<file path="src/rtl/tilelink_mto1_rr_arbiter.sv">
// TileLink-UL M-to-1 merge: round-robin A arbitration with burst lock and per-master credits, D routed back by source tag.
// Zero-latency combinational A/D paths; a master stalls while not granted, out of credits, or when the slave/master deasserts ready.
module tilelink_mto1_rr_arbiter #(
    parameter int M       = 4,
    parameter int TL_DW   = 32,
    parameter int TL_AW   = 32,
    parameter int TL_RS   = 4,
    parameter int TL_SZ   = 4,
    parameter int MAX_OUT = 4,
    localparam int MW     = $clog2(M)
) (
    input  logic                   tilelink_clock_i,
    input  logic                   tilelink_reset_i,
    input  logic [3*M-1:0]         master_a_opcode,
    input  logic [3*M-1:0]         master_a_param,
    input  logic [M*TL_SZ-1:0]     master_a_size,
    input  logic [M*TL_RS-1:0]     master_a_source,
    input  logic [M*TL_AW-1:0]     master_a_address,
    input  logic [M*TL_DW/8-1:0]   master_a_mask,
    input  logic [M*TL_DW-1:0]     master_a_data,
    input  logic [M-1:0]           master_a_corrupt,
    input  logic [M-1:0]           master_a_valid,
    output logic [M-1:0]           master_a_ready,
    output logic [3*M-1:0]         master_d_opcode,
    output logic [2*M-1:0]         master_d_param,
    output logic [M*TL_SZ-1:0]     master_d_size,
    output logic [M*TL_RS-1:0]     master_d_source,
    output logic [M-1:0]           master_d_denied,
    output logic [M-1:0]           master_d_corrupt,
    output logic [M*TL_DW-1:0]     master_d_data,
    output logic [M-1:0]           master_d_valid,
    input  logic [M-1:0]           master_d_ready,
    output logic [2:0]             slave_a_opcode,
    output logic [2:0]             slave_a_param,
    output logic [TL_SZ-1:0]       slave_a_size,
    output logic [TL_RS+MW-1:0]    slave_a_source,
    output logic [TL_AW-1:0]       slave_a_address,
    output logic [TL_DW/8-1:0]     slave_a_mask,
    output logic [TL_DW-1:0]       slave_a_data,
    output logic                   slave_a_corrupt,
    output logic                   slave_a_valid,
    input  logic                   slave_a_ready,
    input  logic [2:0]             slave_d_opcode,
    input  logic [1:0]             slave_d_param,
    input  logic [TL_SZ-1:0]       slave_d_size,
    input  logic [TL_RS+MW-1:0]    slave_d_source,
    input  logic                   slave_d_denied,
    input  logic                   slave_d_corrupt,
    input  logic [TL_DW-1:0]       slave_d_data,
    input  logic                   slave_d_valid,
    output logic                   slave_d_ready,
    output logic                   error_o
);

    localparam int CW  = 1 << TL_SZ;
    localparam int LBW = $clog2(TL_DW/8);
    localparam logic [0:0] ST_IDLE  = 1'b0;
    localparam logic [0:0] ST_BURST = 1'b1;

    function automatic logic [CW-1:0] f_beats(input logic [2:0] op, input logic [TL_SZ-1:0] sz);
        logic [CW-1:0] b;
        b = CW'(1);
        if (op <= 3'd1 && int'(sz) > LBW) b = CW'(1) << (int'(sz) - LBW);
        return b;
    endfunction

    logic [0:0]    state_q, state_d;
    logic [MW-1:0] lock_q, lock_d;
    logic [MW-1:0] rr_q, rr_d;
    logic [CW-1:0] a_cnt_q, a_cnt_d;
    logic [CW-1:0] d_cnt_q, d_cnt_d;
    logic [3:0]    out_cnt_q [M];
    logic          err_q, err_d;

    logic [M-1:0]     elig;
    logic             gnt_vld;
    logic [MW-1:0]    gnt_idx;
    logic [TL_RS-1:0] src_m;
    logic [CW-1:0]    a_beats, d_beats;
    logic             a_fire, a_first, a_last;
    logic [MW-1:0]    d_idx;
    logic             d_routable, d_fire, d_last;

    always_comb begin
        for (int i = 0; i < M; i++)
            elig[i] = master_a_valid[i] && (out_cnt_q[i] < 4'(MAX_OUT));
    end

    // Scan downward so the eligible master closest at/after rr_q wins.
    always_comb begin
        gnt_vld = 1'b0;
        gnt_idx = '0;
        if (state_q == ST_BURST) begin
            gnt_idx = lock_q;
            for (int i = 0; i < M; i++)
                if (lock_q == MW'(i)) gnt_vld = master_a_valid[i];
        end else begin
            for (int k = M - 1; k >= 0; k--) begin
                if (elig[(int'(rr_q) + k) % M]) begin
                    gnt_vld = 1'b1;
                    gnt_idx = MW'((int'(rr_q) + k) % M);
                end
            end
        end
    end

    always_comb begin
        slave_a_opcode  = '0;
        slave_a_param   = '0;
        slave_a_size    = '0;
        slave_a_address = '0;
        slave_a_mask    = '0;
        slave_a_data    = '0;
        slave_a_corrupt = 1'b0;
        src_m           = '0;
        for (int i = 0; i < M; i++) begin
            if (gnt_idx == MW'(i)) begin
                slave_a_opcode  = master_a_opcode[3*i +: 3];
                slave_a_param   = master_a_param[3*i +: 3];
                slave_a_size    = master_a_size[TL_SZ*i +: TL_SZ];
                slave_a_address = master_a_address[TL_AW*i +: TL_AW];
                slave_a_mask    = master_a_mask[(TL_DW/8)*i +: (TL_DW/8)];
                slave_a_data    = master_a_data[TL_DW*i +: TL_DW];
                slave_a_corrupt = master_a_corrupt[i];
                src_m           = master_a_source[TL_RS*i +: TL_RS];
            end
        end
        slave_a_source = {gnt_idx, src_m};
    end

    assign slave_a_valid = gnt_vld & ~tilelink_reset_i;

    always_comb begin
        for (int i = 0; i < M; i++)
            master_a_ready[i] = slave_a_ready & slave_a_valid & (gnt_idx == MW'(i));
    end

    assign a_beats = f_beats(slave_a_opcode, slave_a_size);
    assign a_fire  = slave_a_valid & slave_a_ready;
    assign a_first = a_fire & (state_q == ST_IDLE);
    assign a_last  = a_fire & ((state_q == ST_IDLE) ? (a_beats == CW'(1)) : (a_cnt_q == CW'(1)));

    always_comb begin
        state_d = state_q;
        lock_d  = lock_q;
        a_cnt_d = a_cnt_q;
        rr_d    = rr_q;
        if (state_q == ST_IDLE) begin
            if (a_fire && a_beats != CW'(1)) begin
                state_d = ST_BURST;
                lock_d  = gnt_idx;
                a_cnt_d = a_beats - CW'(1);
            end
        end else if (a_fire) begin
            a_cnt_d = a_cnt_q - CW'(1);
            if (a_cnt_q == CW'(1)) state_d = ST_IDLE;
        end
        if (a_last) rr_d = (gnt_idx == MW'(M - 1)) ? '0 : gnt_idx + MW'(1);
    end

    assign d_idx      = slave_d_source[TL_RS+MW-1:TL_RS];
    assign d_routable = (int'(d_idx) < M);

    assign master_d_opcode  = {M{slave_d_opcode}};
    assign master_d_param   = {M{slave_d_param}};
    assign master_d_size    = {M{slave_d_size}};
    assign master_d_source  = {M{slave_d_source[TL_RS-1:0]}};
    assign master_d_denied  = {M{slave_d_denied}};
    assign master_d_corrupt = {M{slave_d_corrupt}};
    assign master_d_data    = {M{slave_d_data}};

    // Unroutable beats are swallowed so a bad tag cannot wedge the slave.
    always_comb begin
        slave_d_ready  = ~d_routable;
        master_d_valid = '0;
        for (int i = 0; i < M; i++) begin
            if (d_idx == MW'(i)) begin
                master_d_valid[i] = slave_d_valid & d_routable & ~tilelink_reset_i;
                slave_d_ready     = master_d_ready[i];
            end
        end
    end

    assign d_beats = (slave_d_opcode == 3'd1) ? f_beats(3'd0, slave_d_size) : CW'(1);
    assign d_fire  = slave_d_valid & slave_d_ready & ~tilelink_reset_i;
    assign d_last  = d_fire & (d_cnt_q == d_beats - CW'(1));
    assign d_cnt_d = d_fire ? (d_last ? '0 : d_cnt_q + CW'(1)) : d_cnt_q;
    assign err_d   = err_q | (d_fire & ~d_routable);
    assign error_o = err_q;

    always_ff @(posedge tilelink_clock_i) begin
        if (tilelink_reset_i) begin
            state_q <= ST_IDLE;
            lock_q  <= '0;
            rr_q    <= '0;
            a_cnt_q <= '0;
            d_cnt_q <= '0;
            err_q   <= 1'b0;
            for (int i = 0; i < M; i++) out_cnt_q[i] <= '0;
        end else begin
            state_q <= state_d;
            lock_q  <= lock_d;
            rr_q    <= rr_d;
            a_cnt_q <= a_cnt_d;
            d_cnt_q <= d_cnt_d;
            err_q   <= err_d;
            for (int i = 0; i < M; i++) begin
                if ((a_first && gnt_idx == MW'(i)) && !(d_last && d_routable && d_idx == MW'(i)))
                    out_cnt_q[i] <= out_cnt_q[i] + 4'd1;
                else if (!(a_first && gnt_idx == MW'(i)) && (d_last && d_routable && d_idx == MW'(i)))
                    out_cnt_q[i] <= out_cnt_q[i] - 4'd1;
            end
        end
    end

endmodule

</file>
<file path="config.mk">
export PLATFORM = sky130hd
export DESIGN_NAME = tilelink_mto1_rr_arbiter
export DESIGN_NICKNAME = d
export VERILOG_FILES = /design/src/rtl/tilelink_mto1_rr_arbiter.sv
export SDC_FILE = /design/constraint.sdc
export NUM_CORES = 1
export LEC_CHECK = 0
export ABC_AREA = 1
export BUFFER_PORTS_ARGS = -buffer_cell sky130_fd_sc_hd__buf_4
export CAP_MARGIN = 10
export CORE_AREA = 4 4 261 263
export DETAILED_ROUTE_END_ITERATION = 16
export DIE_AREA = 0 0 265 267
export HOLD_SLACK_MARGIN = 0.1
export PLACE_DENSITY = 0.43
export SLEW_MARGIN = 20
export SYNTH_ARGS = -nofsm -noshare
export SYNTH_HDL_FRONTEND = slang
export SYNTH_SLANG_ARGS = --single-unit
</file>
<file path="constraint.sdc">
create_clock -name tilelink_clock_i -period 13.9 [get_ports tilelink_clock_i]
set_input_delay 0 -clock tilelink_clock_i [delete_from_list [all_inputs] [get_ports tilelink_clock_i]]
set_output_delay 0 -clock tilelink_clock_i [all_outputs]
set_load 0.02 [all_outputs]
</file>
==> impl_results.md, run 1 <==
- Remaining DRCs: 0
- Setup tns final: 0 ns
- Most used cell, CP: nand2_1
- CTS tree: yes
- Top_reg_cell synth: dfxtp_1
- Post-synth EDFFs: 16
- Root buffer cell: clkbuf_16
- Register area: 1221 um^2
- Slowest cell on crit path: dfxtp_1
- Crit path max fanout: 43
- Layout fillers: around 7500
- Synth top area share: 0.1582
- Pins Over Slew Limit: 0
- Port bufs: between 400 and 500
- Hpwl dp: 46.90 mm
- Outcome: complete, no violations
- Cell count after synthesis: between 1500 and 2000
- Peak Freq: 0.1591 GHz
- Synthesis-to-layout area growth: 40.06%
- Final setup fails: 0
- Worst Hold Class: primary input to output pin
- Register area share after synthesis: 0.1340
- Most frequent cell after synthesis: nand2_1
- CP startpoint kind: flop
- Largest net degree at the start of global routing: 93
- Initial Util: 0.1388
- Final min period: roughly 6.3 ns
- Final GP Congestion: ~0.92
- CTS Buf Count: 5
- Crit end category: flop
- Global-route wire length before repair: 76.36 mm
- Worst Skew: approximately 0.012 ns
- Measured slew at the worst slew-check pin: 1.111 ns
- Layout cell share with drive strength beyond 1: 0.3262
- Max-cap viol count: 0
- Nets@finish: 2198
- RSZ-0062 raised after global routing: false
- Yosys top cell by area: buf_4
- WP data arrival: approximately 6.5 ns
- Post-cts resize count: 0
- Syn_nets: approximately 1900
- Netlist cell types: 50
- Row count: between 90 and 100
- Antenna Violating Nets Remaining: 0
- Vias/cell: 4.243
- Die width: roughly 270 um
- Max_slew headroom: 0.2568
- Die H: 267 um
- Yosys warns: 0
- Async SR Flop Fraction: 0
- Area of the multi-input gates: 5630 um^2
- Clock latency at the later pin of the worst-skew pair: approximately 0.30 ns
- Reg2reg path depth: 25
- Slowest Stage Delay on Critical Path: roughly 0.87 ns
- Hold path cells: 1
- Synthesized area: just over 9000 um^2
- Tcrit/Tclk final: 0.4521
- Drt first pass iters: 5
- Die area: approximately 71000 um^2
- Core area: around 66000 um^2
- Synth area leaders: buf_4 16%, nand2_1 14%, nor2_1 9.1%
- # IOs: between 600 and 700
- Top cells by count, synth: 330 x nand2_1, 220 x nor2_1, 192 x buf_4
- GRT overflow: 0
- Flops & latches, synth: 53
- GRT Total Usage: 0.1443
- Clk sinks: between 50 and 60
- Final Hold Fails: 0
- H-Tree Depth: 2
- Routed WL per cell: slightly above 20 um
- Vias in the first global route: 10897
- Final wirelength: 54.99 mm
- WS Path Type: flop to flop
- Clk slew on worst S/H paths: 0.08 ns
- Initial DRC Count: around 730
- Initial antenna violation count: 5
- CP required: between 10 and 15 ns
- DR vias: between 10000 and 15000
- Mapped Avg Cell Area: around 6.1 um^2
- CTS Buffer Depth: 2
area by class of cell:
cell class / count / share of cell area
Tap cell: 864 / 0.08472
Sequential cell: 53 / 0.09571
Multi-Input combinational cell: 1039 / 0.4413
Inverter: 156 / 0.04609
Timing Repair Buffer: 525 / 0.3208
Clock buffer: 7 / 0.01069
Clock inverter: 1 / 0.0004903
Antenna cell: 1 / 0.0001961
flip-flops by register name, summed over array words and instances, names as in the netlist:
register   cells
a_cnt_q       16
d_cnt_q       16
lock_q         2
out_cnt_q     16
rr_q           2
state_q        1
cells in the final DEF (no fill, tap or decap), types with 3 or more instances in the layout:
cell / synthesis / routed
fa_1: 3 / 3
nor4_1: 3 / 3
dfxtp_1: 37 / 37
nand2_2: 12 / 12
ha_4: 0 / 3
nand3_1: 79 / 79
o21ai_1: 9 / 9
nand3_2: 7 / 7
nand2_1: 330 / 330
inv_1: 140 / 139
inv_2: 14 / 15
a221oi_1: 77 / 77
dlygate4sd3_1: 0 / 36
xnor2_1: 5 / 5
buf_12: 0 / 5
nor2_4: 9 / 9
a21oi_1: 35 / 35
o31ai_1: 80 / 78
nand3b_1: 6 / 6
nand4_1: 17 / 17
o21ai_2: 6 / 6
clkbuf_16: 0 / 5
o21ai_0: 52 / 52
nor2_2: 17 / 17
edfxtp_1: 16 / 16
nor2_1: 220 / 220
nor3_1: 12 / 12
nand2_4: 3 / 3
buf_4: 192 / 484
ha_1: 22 / 19
xor2_1: 15 / 15
logic make-up (layout without fill, tap and decap cells):
| logic type | Yosys count | in the layout | share of synthesized area |
|---|---|---|---|
| other cells | 1 | 2 | 0.0004116 |
| flops | 53 | 53 | 0.1340 |
| fa+ha+maj | 25 | 25 | 0.03681 |
| xor+xnor | 20 | 20 | 0.01923 |
| buf+inv | 411 | 689 | 0.2531 |
| compound gates | 270 | 270 | 0.2090 |
| simple gates | 723 | 723 | 0.3473 |
routing by layer:
metal	routed length, um	track usage	vias up
li1	-	-	5375
met1	26170	0.2045	5407
met2	25340	0.2402	427
met3	3056	0.02231	17
met4	427	0.01399	0
met5	0	0	-
stage by stage:
stage          hold WS, ns  cells  worst slack, ns  cell area, um^2    util
2_1_floorplan      0.06907   1503            9.344             9110       -
3_3_place_gp     0.0003253   2596            7.718            12140  0.1850
3_5_place_dp     0.0003253   2596            7.555            12150  0.1851
4_1_cts             0.1493   2645            7.513            12750  0.1943
5_1_grt             0.1474   2646            6.886            12760  0.1944
6_report            0.1446   2646            7.616            12760  0.1944
worst paths after layout:
check,end,slack [ns],start
max,a_cnt_q[1],7.62,state_q
min reg2reg,a_cnt_q[13],0.51,a_cnt_q[13]
min,master_d_data[46],0.14,slave_d_data[14]
max reg2reg,a_cnt_q[1],7.62,state_q
repair_timing:
| item | 4_1_cts | 5_1_grt |
|---|---|---|
| endpoints found under the setup margin | 0 | 0 |
| endpoints found under the hold margin | 164 | 0 |
| setup buffers | 0 | 0 |
| hold buffers | 41 | 0 |
critical path: cells and delay by family (launching register included):
kind                       cells  cell delay, ns
AOI/OAI and AO/OA              2            0.93
buffers and inverters          5            1.20
DFF                            1            0.87
and+or+nand+nor               14            2.15
adders and majority gates      4            0.96
Power of run 1 is left out: the tool's default activity adds up to more than one toggle a clock period on the data nets, which glitch-free logic cannot reach.
==> run 2, diff against run 1 <==
Clock period 13.9 ns to 6.2 ns, I/O delays scaled along.
==> run 2 against run 1 <==
  * Clock skew fell by 0.0070 ns
  * Sequential share of layout area fell by 0.14 points
  * First-iteration DRC count rose by 13%
  * Setup slack got worse by 6.4 ns
  * Worst hold slack got worse by 0.0010 ns
  * Utilization rose by 0.30 points
  * Global-route usage rose by 0.17 points
  * Via count rose by 0.17%
  * Largest cell class unchanged
==> impl_results.md, run 2 (synthesized netlist as in run 1, its figures left out) <==
- Max_slew headroom: 0.2375
- Worst Skew: around 0.005 ns
- Clk sinks: 53
- Outcome: complete, no violations
- Most used cell, CP: nand2_1
- GRT Total Usage: 0.1460
- Pins Over Slew Limit: 0
- Core area: approximately 66000 um^2
- Final wirelength: 55.84 mm
- Tcrit/Tclk final: 0.8070
- CTS Buffer Depth: 2
- WP data arrival: 5.20 ns
- DR vias: 11245
- Largest net degree at the start of global routing: 74
- Vias in the first global route: 10868
- CTS tree: yes
- Slowest cell on crit path: buf_4
- CP startpoint kind: flop
- # IOs: 677
- CTS Buf Count: 5
- Reg2reg path depth: 31
- Port bufs: about 480
- WS Path Type: flop to flop
- H-Tree Depth: 2
- Clock latency at the later pin of the worst-skew pair: ~0.3 ns
- Peak Freq: ~0.2 GHz
- Hold path cells: 1
- Global-route wire length before repair: 76.29 mm
- Measured slew at the worst slew-check pin: between 1 and 1.5 ns
- Initial Util: 0.1388
- Crit path max fanout: 45
- CP required: between 6 and 7 ns
- Initial DRC Count: approximately 830
- Layout cell share with drive strength beyond 1: 0.3339
- Most frequent cells in the layout: 506 x buf_4, 330 x nand2_1, 220 x nor2_1
- Vias/cell: between 4 and 5
- Final GP Congestion: approximately 0.9
- Setup Fix Bufs, Post-CTS: 0
- RSZ-0062 raised after global routing: false
- Worst Hold Class: primary input to output pin
- Die width: around 270 um
- GRT overflow: 0
- Synthesis-to-layout area growth: 42.21%
- Final setup fails: 0
- Hpwl dp: roughly 48 mm
- Final Hold Fails: 0
- Drt first pass iters: 5
- Setup tns final: 0 ns
- Antenna Violating Nets Remaining: 0
- Die area: slightly above 70000 um^2
- Final min period: around 5 ns
- Nets@finish: ~2200
- Routed WL per cell: 20.92 um
- Initial antenna violation count: 10
- Remaining DRCs: 0
- Die H: 267 um
- Slowest Stage Delay on Critical Path: 0.51 ns
- Most common cell after layout, fill and taps aside: buf_4
- Root buffer cell: clkbuf_16
- Max-cap viol count: 0
- Crit end category: flop
- Row count: 94
- Regs by FF count: a_cnt_q: 16 flops, d_cnt_q: 16 flops, out_cnt_q: 16 flops
- Clk slew on worst S/H paths: approximately 0.070 ns
==> run 2: layout make-up <==
class / instances / area (um^2)
timing repair buffer: 547 / 4259
multi-input combinational: 1039 / 5620
sequential: 53 / 1221
clock buffer: 7 / 175.2
inverter: 156 / 588.1
fill: 7493 / 52670
clock inverter: 1 / 5.005
tap: 864 / 1081
antenna: 2 / 5.005
==> run 2: what timing repair did <==
| action | 4_1_cts | 5_1_grt |
|---|---|---|
| setup endpoints to repair | 0 | 0 |
| hold endpoints to repair | 164 | 0 |
| resized for setup | 0 | 0 |
| hold buffers | 41 | 0 |
==> run 2: worst max-delay path, delay by kind of cell (launching register included) <==
family / cells / cell delay, ns
AND/OR/NAND/NOR: 18 / 1.97
buffers and inverters: 6 / 1.11
AO/OA/AOI/OAI: 5 / 0.76
adder cells (fa/ha/maj): 2 / 0.55
flip-flops: 1 / 0.47
==> run 2: worst paths after layout <==
check / end / slack [ns] / from
setup / recovery: a_cnt_q[8] / 1.20 / out_cnt_q[3][2]
hold / removal: master_d_data[46] / 0.14 / slave_d_data[14]
setup reg to reg: a_cnt_q[8] / 1.20 / out_cnt_q[3][2]
hold reg to reg: a_cnt_q[13] / 0.49 / a_cnt_q[13]
==> run 2: routing by layer <==
metal | track usage | wire length (um) | part of all wire
met5 | 0 | 47 | 0.00084
met4 | 0.02313 | 878 | 0.016
met3 | 0.03024 | 3561 | 0.064
met2 | 0.2386 | 25550 | 0.46
met1 | 0.2023 | 25800 | 0.46
==> run 2: stage by stage <==
stage / std cells / hold WS [ns] / utilization / instance area [um^2] / setup slack [ns]
floorplan: 1503 / 0.06907 / - / 9110 / 1.644
global route: 2667 / 0.1474 / 0.1973 / 12950 / 0.5446
detailed placement: 2618 / 0.0003253 / 0.1876 / 12310 / 1.192
finish: 2669 / 0.1435 / 0.1974 / 12950 / 1.197
CTS: 2667 / 0.1493 / 0.1973 / 12950 / 1.191
global placement: 2618 / 0.0003253 / 0.1876 / 12310 / 1.248
Power of run 2 is left out for the same reason.
==> run 3, diff against run 2 <==
Clock period 6.2 ns to 5 ns, I/O delays scaled along.
==> run 3 against run 2 <==
  * Critical path depth decreased by 14
  * Die area unchanged
  * Global-route usage decreased by 0.16 points
  * Setup slack got worse by 0.83 ns
  * Routed wire length decreased by 0.28%
  * Via count increased by 1.1%
  * Utilization increased by 0.10 points
  * First-iteration DRC count increased by 13%
  * Sequential share of layout area about the same
==> impl_results.md, run 3 (synthesized netlist as in run 1, its figures left out) <==
- Initial Util: 0.1388
- Max_slew headroom: 0.2508
- Pins Over Slew Limit: 0
- Final min period: around 4.6 ns
- CTS Buf Count: 5
- Setup tns final: 0 ns
- CP required: 5.00 ns
- Worst Skew: roughly 0.015 ns
- Final Hold Fails: 0
- CTS Buffer Depth: 2
- Met3 usage: 0.02120
- Reg2reg end: a_cnt_q[14]
- Clock latency at the later pin of the worst-skew pair: approximately 0.30 ns
- M1 GR Usage: 0.2039
- Row count: 94
- GRT overflow: 0
- Largest net degree at the start of global routing: ~160
- Slowest cell on crit path: buf_4
- Die area: 70760 um^2
- Gr busiest metal: met2
- Reg2reg path depth: 33
- Clk slew on worst S/H paths: 0.08 ns
- Synthesis-to-layout area growth: 42.96%
- CP cell instances: xnor2_1 > nand2_1 > o21ai_1 > inv_1 > nand2_1 > nand2_1 > a211o_1 > nand2_1 > inv_2 > ha_4 > nor2_4 > buf_4 > buf_4 > a221oi_1 > o31ai_1 > buf_4 > buf_4
- Global-route wire length before repair: 76.39 mm
- WP data arrival: 4.63 ns
- Final GP Congestion: a little over 0.9
- Peak Freq: 0.2160 GHz
- Worst Hold Class: primary input to output pin
- Reg-to-Reg Start: rr_q[0]
- H-Tree Depth: 2
- Initial DRC Count: ~940
- Nets@finish: ~2200
- Crit end category: output pin
- CP startpoint kind: flop
- Crit path max fanout: ~70
- WS Path Type: flop to output pin
- Vias/cell: ~4.3
- RSZ-0062 raised after global routing: false
- # IOs: 677
- Final setup fails: 0
- Met2 Track Usage GR: 0.2416
- Outcome: complete, no violations
- Drt first pass iters: 5
- Layout cell share with drive strength beyond 1: 0.3376
- Root buffer cell: clkbuf_16
- Flop2flop setup slack: approximately 0.48 ns
- Tcrit/Tclk final: 0.9259
- GRT Total Usage: 0.1444
- Hpwl dp: 47.52 mm
- Final wirelength: about 56 mm
- Most common cell after layout, fill and taps aside: buf_4
- Antenna Violating Nets Remaining: 0
- Die H: about 270 um
- Slowest Stage Delay on Critical Path: ~0.62 ns
- Core area: 65630 um^2
- Regs by FF count: a_cnt_q: 16 flops, d_cnt_q: 16 flops, out_cnt_q: 16 flops
- Most frequent cells in the layout: 508 x buf_4, 330 x nand2_1, 220 x nor2_1
- CTS tree: yes
- Die width: ~270 um
- Remaining DRCs: 0
- Routed WL per cell: between 20 and 25 um
- Vias in the first global route: approximately 11000
- Max-cap viol count: 0
- DR vias: about 11000
- Crit path launch: rr_q[0]
- Clk sinks: 53
- Measured slew at the worst slew-check pin: 1.120 ns
- Initial antenna violation count: 5
- Critical path capture point: slave_a_data[22]
- Port bufs: about 480
run 3: layout make-up:
cell class	instances	area, um^2
Sequential cell	53	1221
Multi-Input combinational cell	1039	5639
Clock inverter	1	11.26
Antenna cell	2	5.005
Inverter	156	588.1
Clock buffer	7	163.9
Fill cell	7483	52600
Timing Repair Buffer	551	4314
Tap cell	864	1081
run 3: what timing repair did:
item	CTS	global route
buffers inserted	0	1
hold buffers	41	0
endpoints found under the hold margin	164	0
endpoints found under the setup margin	0	17
gates resized for setup	0	6
run 3: metrics by stage:
step / std cells / cell area (um^2) / hold slack [ns] / worst slack [ns] / utilization
after detailed placement: 2621 / 12340 / 0.0003253 / 0.2115 / 0.1881
after CTS: 2670 / 12980 / 0.1493 / 0.1774 / 0.1978
after floorplan: 1503 / 9110 / 0.06907 / 0.4442 / -
after global placement: 2621 / 12340 / 0.0003253 / 0.3084 / 0.1881
final: 2673 / 13020 / 0.1447 / 0.3706 / 0.1984
after global routing: 2672 / 13020 / 0.1480 / 0.003319 / 0.1984
run 3: how the worst min path moves through the flow:
| stage | slack, ns | from | endpoint | cells after the start |
|---|---|---|---|---|
| 2_1_floorplan | 0.07 | tilelink_reset_i | a_cnt_q[13] | 1 |
| 3_3_place_gp | 0.0003 | slave_d_data[17] | master_d_data[113] | 0 |
| 3_5_place_dp | 0.0003 | slave_d_data[17] | master_d_data[113] | 0 |
| 4_1_cts | 0.15 | slave_d_data[14] | master_d_data[78] | 1 |
| 5_1_grt | 0.15 | slave_d_data[14] | master_d_data[46] | 1 |
| 6_report | 0.14 | slave_d_data[14] | master_d_data[46] | 1 |
run 3: metal layers:
layer / share of wire / vias up / wire [um]
met5: 0 / - / 0
met4: 0.0085 / 0 / 474
met3: 0.058 / 24 / 3250
met2: 0.47 / 443 / 26070
met1: 0.46 / 5474 / 25890
li1: - / 5425 / -
run 3: critical path: cells and delay by family (launching register included):
kind / cells / cell delay [ns]
xor gates and xnor gates: 1 / 0.24
buffers and inverters: 6 / 1.38
adders and majority gates: 1 / 0.21
AOI/OAI and AO/OA: 4 / 1.32
DFF: 1 / 0.57
and+or+nand+nor: 5 / 0.50
Power of run 3 is left out for the same reason.
